### src/rtl/mem_arbiter.sv
// Two-requester memory arbiter with round-robin fairness and a full-memory
// clear sequencer that walks every address writing zero.
module mem_arbiter (
  input  logic       clk,
  input  logic       rst,
  input  logic       a_req,
  input  logic       a_we,
  input  logic [7:0] a_addr,
  input  logic [7:0] a_wdata,
  output logic       a_gnt,
  output logic       a_rvalid,
  output logic [7:0] a_rdata,
  input  logic       b_req,
  input  logic       b_we,
  input  logic [7:0] b_addr,
  input  logic [7:0] b_wdata,
  output logic       b_gnt,
  output logic       b_rvalid,
  output logic [7:0] b_rdata,
  input  logic       clr_start,
  output logic       clr_busy,
  output logic [7:0] mem_addr,
  output logic [7:0] mem_in,
  output logic       mem_we,
  input  logic [7:0] mem_out
);

  typedef enum logic {IDLE, CLEAR} state_t;

  state_t     state;
  logic [7:0] cnt;
  logic       last_b;
  logic       open;
  logic       clearing;

  assign open     = (state == IDLE) & ~rst & ~clr_start;
  assign clearing = (state == CLEAR) & ~rst;

  // A wins a tie only if B held the last grant
  assign a_gnt = open & a_req & (~b_req | last_b);
  assign b_gnt = open & b_req & ~a_gnt;

  always_comb begin
    mem_we   = 1'b0;
    mem_addr = 8'h00;
    mem_in   = 8'h00;
    unique case (1'b1)
      clearing: begin
        mem_we   = 1'b1;
        mem_addr = cnt;
      end
      a_gnt: begin
        mem_we   = a_we;
        mem_addr = a_addr;
        mem_in   = a_wdata;
      end
      b_gnt: begin
        mem_we   = b_we;
        mem_addr = b_addr;
        mem_in   = b_wdata;
      end
      default: ;
    endcase
  end

  always_ff @(posedge clk) begin
    if (rst) begin
      state    <= IDLE;
      cnt      <= 8'h00;
      last_b   <= 1'b1;
      clr_busy <= 1'b0;
      a_rvalid <= 1'b0;
      b_rvalid <= 1'b0;
      a_rdata  <= 8'h00;
      b_rdata  <= 8'h00;
    end else begin
      unique case (state)
        IDLE: begin
          if (clr_start) begin
            state    <= CLEAR;
            cnt      <= 8'h00;
            clr_busy <= 1'b1;
          end
        end
        CLEAR: begin
          cnt <= cnt + 8'h01;
          if (cnt == 8'hff) begin
            state    <= IDLE;
            clr_busy <= 1'b0;
          end
        end
      endcase
      if (a_gnt) last_b <= 1'b0;
      if (b_gnt) last_b <= 1'b1;
      a_rvalid <= a_gnt & ~a_we;
      b_rvalid <= b_gnt & ~b_we;
      if (a_gnt & ~a_we) a_rdata <= mem_out;
      if (b_gnt & ~b_we) b_rdata <= mem_out;
    end
  end

endmodule

### config.mk
export PLATFORM = sky130hd
export DESIGN_NAME = mem_arbiter
export DESIGN_NICKNAME = d
export VERILOG_FILES = /design/src/rtl/mem_arbiter.sv
export SDC_FILE = /design/constraint.sdc
export NUM_CORES = 1
export LEC_CHECK = 0
export CAP_MARGIN = 20
export CORE_UTILIZATION = 29
export DETAILED_ROUTE_END_ITERATION = 10
export GPL_ROUTABILITY_DRIVEN = 0
export PLACE_DENSITY_LB_ADDON = 0.3
export SLEW_MARGIN = 20
export SYNTH_ARGS = -nofsm -noshare
export SYNTH_HDL_FRONTEND = slang
export SYNTH_SLANG_ARGS = --single-unit
### constraint.sdc
create_clock -name clk -period 6.1 [get_ports clk]
set_clock_uncertainty 0.05 [all_clocks]
set_input_delay 1.525 -clock clk [delete_from_list [all_inputs] [get_ports clk]]
set_output_delay 1.525 -clock clk [all_outputs]
set_load 0.02 [all_outputs]
==> impl_results.md, run 1 <==
* Antenna violations before repair at 0
* Vias in the first global route at 1293
* Post-DRT Antenna Nets at 0
* Part of the power in the clock network at 0.380
* Commonest cells post-synth: 29 x dfxtp_1, 18 x nor2b_1, 16 x mux2_2
* Post-synthesis cell count at 144
* Post-CTS Repair Setup Buffers at 0
* Diode count at 0
* R2r startpoint: state
* Detailed Place HPWL at 2980 um
* CP arrival at 3.68 ns
* P_sw at 0.108 mW
* Tcrit/Tclk final at 0.862
* Post-route design area at 0.00245 sq mm
* Layout Utilization at 0.518
* Die X at 72.3 um
* # DRC at 0
* Max Cap Violations at 0
* Crit. Startpoint: clr_start
* Final setup violation count at 0
* Initial DRC count at 35
* Reg power frac at 0.436
* Internal power at 0.348 mW
* CTS H-tree depth at 2
* WHS at 0.410 ns
* Die Ht at 72.3 um
* Status: complete, no violations
* Clk slew on worst S/H paths at 0.06 ns
* Net Sw Frac at 0.237
* Part of the Yosys area used for sequential elements at 0.405
* CP startpoint kind: input pin
* Worst setup EP type: output pin
* Top cell type's share of synthesized area at 0.405
* Synth Area per Inst at 9.95 sq um
* Main flop type after synthesis: dfxtp_1
* Wire per inst at 13.4 um
* Placeable Area at 0.00472 sq mm
* Largest net degree at the start of global routing at 30
* Synth Net Count at 192
* Fmax at 0.190 GHz
* DIE AREA at 0.00523 sq mm
* Root Driver: clkbuf_8
* First-pass GRT wire length at 6050 um
* PostCTS Resize Cnt at 0
* Gr ovfl total at 0
* Power density cells at 186 mW/mm^2
* Io pins at 85
* DR pass1 iterations at 4
* Worst vdd rail ir drop at 0.000127 V
* Pleak at 0.912 nW
* Area grow syn2layout at 70.7%
* Final Max Slew Viols at 0
* Total power draw at 0.456 mW
* Worst-Margin Slew at 0.641 ns
* Layout cells sized above 1 at 0.134
* Area leader, netlist: dfxtp_1
* Fin crit period at 5.26 ns
* Synth async-reset ratio at 0
* Buffers on Ports at 84
* Unrepaired setup endpoints after global routing: no
* CTS Buf Count at 5
* Longest Clk Path Bufs at 2
* Initial Util at 0.303
* Hold crit path type: reg -> reg
* Total track usage at 0.152
* Synth top area cells: dfxtp_1 41%, mux2_2 13%, nor2b_1 7.9%, a221o_1 7.0%, a22o_1 4.9%
* Yosys reg bits at 29
* Final net count at 278
* Avg Vias per Cell at 4.75
* CTS tree: done
* Post-synth EDFFs at 0
* Hold Fails Final Rpt at 0
* Count leader, synth: dfxtp_1
* Clock sinks at 29
* Mapped cell area at 0.00143 sq mm
* DP Area at 0.00234 sq mm
* CP Max Fanout at 18
* Clk_lat worst skew at 0.28 ns
* Ys Warns at 0
* Post-CTS Hold Buffers at 0
* Slew HR at 0.571
* Post-synth cell types at 31
* Hold_sp: clr_busy
* Core Rows at 25
* Setup TNS at 0 ns
* CP Class: in -> out
* Worst EP required at 4.53 ns
* Via Count at 1416
* Logic pwr share at 0.184
* Routed wire length at 3990 um
-- cells by family (layout without fill, tap and decap cells) --
group,count (synthesis),count (layout),share of synthesized area
buffers and inverters,12,99,0.0349
AO/OA/AOI/OAI,34,34,0.197
adder cells (fa/ha/maj),1,1,0.00873
flip-flops,29,29,0.405
multiplexers,17,17,0.133
AND/OR/NAND/NOR,51,51,0.221
-- final cells by class --
| cell class | instances | area, sq um |
|---|---|---|
| flip-flops and latches | 29 | 581 |
| well taps | 67 | 83.8 |
| clock buffers | 7 | 96.3 |
| clock inverters | 1 | 5.00 |
| fillers | 440 | 2280 |
| repair buffers | 87 | 863 |
| multi-input cells | 103 | 802 |
| inverters | 4 | 15.0 |
-- state kept, by name, indices dropped and copies added, names as in the netlist --
register	count
a_rvalid	1
clr_busy	1
cnt	8
a_rdata	8
b_rdata	8
b_rvalid	1
state	1
last_b	1
-- metrics by stage --
step,setup slack (ns),instances
floorplan,1.53,144
global placement,0.814,290
detailed placement,0.813,290
CTS,0.810,298
global route,0.763,298
finish,0.844,298
-- routing by layer --
layer  GRT usage  wire length (um)  up-vias
met3      0.0667               527        5
li1            -                 -      710
met5           0                 0        -
met2       0.251              1800       75
met1       0.176              1620      626
met4      0.0523                34        0
-- final timing paths --
kind | to | slack [ns] | cells past startpoint
worst max-delay path | mem_in[5] | 0.84 | 6
worst min-delay path | clr_busy | 0.41 | 2
worst max register to register | a_rdata[0] | 3.95 | 3
worst min register to register | clr_busy | 0.41 | 2
-- placed cells by master (no fill, tap or decap), drive strengths merged, types with 3 or more instances in the layout --
cell	n
clkdlybuf4s50	84
dfxtp	29
nor2b	18
mux2	16
a221o	10
a22o	8
and2	8
clkbuf	7
nand3	6
a21oi	6
nor2	4
inv	4
nor3	3
nand2	3
buf	3
-- power groups by stage --
stage / Clock (mW) / Sequential (mW) / Combinational (mW)
floorplan: 0 / 0.206 / 0.0293
CTS: 0.180 / 0.199 / 0.0848
global placement: 0 / 0.203 / 0.0844
global route: 0.189 / 0.200 / 0.0897
detailed placement: 0 / 0.203 / 0.0843
finish: 0.173 / 0.199 / 0.0838
-- critical path, cell delays in order --
cell             delay, ns
clkdlybuf4s50_1       0.49
or3_1                 0.43
nor3b_2               0.18
buf_4                 0.24
a22o_1                0.21
clkdlybuf4s50_1       0.61
No activity file was read; power rests on OpenSTA's default activity.
==> run 2, diff against run 1 <==
--- a/config.mk
+++ b/config.mk
@@ -7,6 +7,7 @@
 export LEC_CHECK = 0
 export CAP_MARGIN = 20
 export CORE_UTILIZATION = 29
+export CTS_BUF_LIST = sky130_fd_sc_hd__clkbuf_16
 export DETAILED_ROUTE_END_ITERATION = 10
 export GPL_ROUTABILITY_DRIVEN = 0
 export PLACE_DENSITY_LB_ADDON = 0.3
==> run 2 against run 1 <==
Compared with the run above: maximum frequency rose by 0.10%; final cell count stayed put; non-clock buffer count unchanged; combinational power about the same; die area unchanged.
==> impl_results.md, run 2 (synthesis results as in run 1) <==
* Buffers on Ports at 84 (unchanged)
* CTS H-tree depth at 2 (unchanged)
* Initial Util at 0.303 (unchanged)
* CTS Buf Count at 5 (unchanged)
* R2R depth at 3 (unchanged)
* Core Rows at 25 (unchanged)
* Post-CTS Repair Setup Buffers at 0 (unchanged)
* Post-CTS Hold Buffers at 0 (unchanged)
* Layout cells sized above 1 at 0.126 (-0.00866)
* R2r setup slk at 3.97 ns (+0.02 ns)
* Vias in the first global route at 1289 (-0.31%)
* CP arrival at 3.68 ns (about the same)
* CP Class: in -> out
* Unrepaired setup endpoints after global routing: no
* Clock sinks at 29 (unchanged)
* Die Ht at 72.3 um (unchanged)
* Detailed Place HPWL at 2980 um (unchanged)
* Initial DRC count at 14 (-60%)
* WHS at 0.409 ns (-0.000886 ns)
* Worst vdd rail ir drop at 0.000162 V (+27%)
* Total power draw at 0.509 mW (+12%)
* Pleak at 0.927 nW (+1.6%)
* CP startpoint kind: input pin
* Fmax at 0.190 GHz (+0.10%)
* Final Max Slew Viols at 0 (unchanged)
* CTS tree: done
* R2r startpoint: state
* Largest regs: a_rdata: 8 flops, b_rdata: 8 flops, cnt: 8 flops
* Final net count at 278 (unchanged)
* PostCTS Resize Cnt at 0 (unchanged)
* Avg Vias per Cell at 4.74 (-0.14%)
* Hold_sp: clr_busy
* Wire per inst at 13.3 um (-0.45%)
* Longest Clk Path Bufs at 2 (unchanged)
* Gr ovfl total at 0 (unchanged)
* Die X at 72.3 um (unchanged)
* Worst setup EP type: output pin
* Hold path cells at 2 (unchanged)
* Worst EP required at 4.53 ns (about the same)
* DIE AREA at 0.00523 sq mm (unchanged)
* Post-DRT Antenna Nets at 0 (unchanged)
* Crit Reg-Reg Endpoint: a_rdata[6]
* Power density cells at 205 mW/mm^2 (+10%)
* Slew HR at 0.572 (+0.00113)
* Placeable Area at 0.00472 sq mm (unchanged)
* Hold Path End: clr_busy
* Status: complete, no violations
* Hold Fails Final Rpt at 0 (unchanged)
* Clk slew on worst S/H paths at 0.05 ns (about the same)
* Io pins at 85 (unchanged)
* Tcrit/Tclk final at 0.861 (-0.000865)
* Register Area at 581 sq um (unchanged)
* Fin crit period at 5.25 ns (-0.00528 ns)
* Commonest non-fill, non-tap cell in the layout: clkdlybuf4s50_1
* Final setup violation count at 0 (unchanged)
* Max Cap Violations at 0 (unchanged)
* CP Max Fanout at 18 (unchanged)
* Root Driver: clkbuf_16
* Largest net degree at the start of global routing at 30 (unchanged)
* Clk_lat worst skew at 0.27 ns (about the same)
* # DRC at 0 (unchanged)
* Area of the multi-input gates at 802 sq um (unchanged)
* Hold crit path type: reg -> reg
* DR pass1 iterations at 4 (unchanged)
* Diode count at 0 (unchanged)
* Setup TNS at 0 ns (unchanged)
* Worst-Margin Slew at 0.639 ns (-0.00169 ns)
* Via Count at 1414 (-0.14%)
* Area grow syn2layout at 73.3%
* Fill count at 437 (-0.68%)
* Total track usage at 0.152 (-0.000677)
* Routed wire length at 3970 um (-0.45%)
* Commonest cells after routing, fill and taps aside: 84 x clkdlybuf4s50_1, 29 x dfxtp_1, 18 x nor2b_1, 16 x mux2_2, 10 x a221o_1
* Antenna violations before repair at 0 (unchanged)
* First-pass GRT wire length at 6040 um (-0.23%)
[run 2: stage by stage]
stage	std cells	utilization	setup slack (ns)	cell area, sq um
global route	298	0.526	0.763	2480
floorplan	144	-	1.53	1430
finish	298	0.526	0.849	2480
CTS	298	0.526	0.810	2480
global placement	290	0.496	0.814	2340
detailed placement	290	0.496	0.813	2340
[run 2: worst max path at each step]
stage | start | endpoint
global route | clr_start | mem_in[5]
floorplan | rst | mem_addr[5]
detailed placement | clr_start | mem_in[5]
CTS | clr_start | mem_in[5]
global placement | clr_start | mem_in[5]
finish | clr_start | mem_in[5]
[run 2: final cells by class]
cell class                 instances  share of cell area
sequential                        29               0.234
multi-input combinational        103               0.323
clock buffer                       5              0.0504
timing repair buffer              87               0.348
inverter                           4             0.00605
tap                               67              0.0338
clock inverter                     3             0.00504
[run 2: critical path, stage by stage]
cell             delay [ns]
clkdlybuf4s50_1        0.49
or3_1                  0.43
nor3b_2                0.18
buf_4                  0.24
a22o_1                 0.20
clkdlybuf4s50_1        0.61
[run 2: where the power goes]
part,total (mW),switching [mW],internal [mW]
sequential,0.199,0.00439,0.195
combinational,0.0838,0.0321,0.0516
clock,0.226,0.0791,0.147
[run 2: metal layers]
metal  track usage  wire length, um  vias up
met5             0                0        -
met4        0.0523               34        0
met3        0.0667              504        4
met2         0.250             1790       70
met1         0.174             1640      631
li1              -                -      709
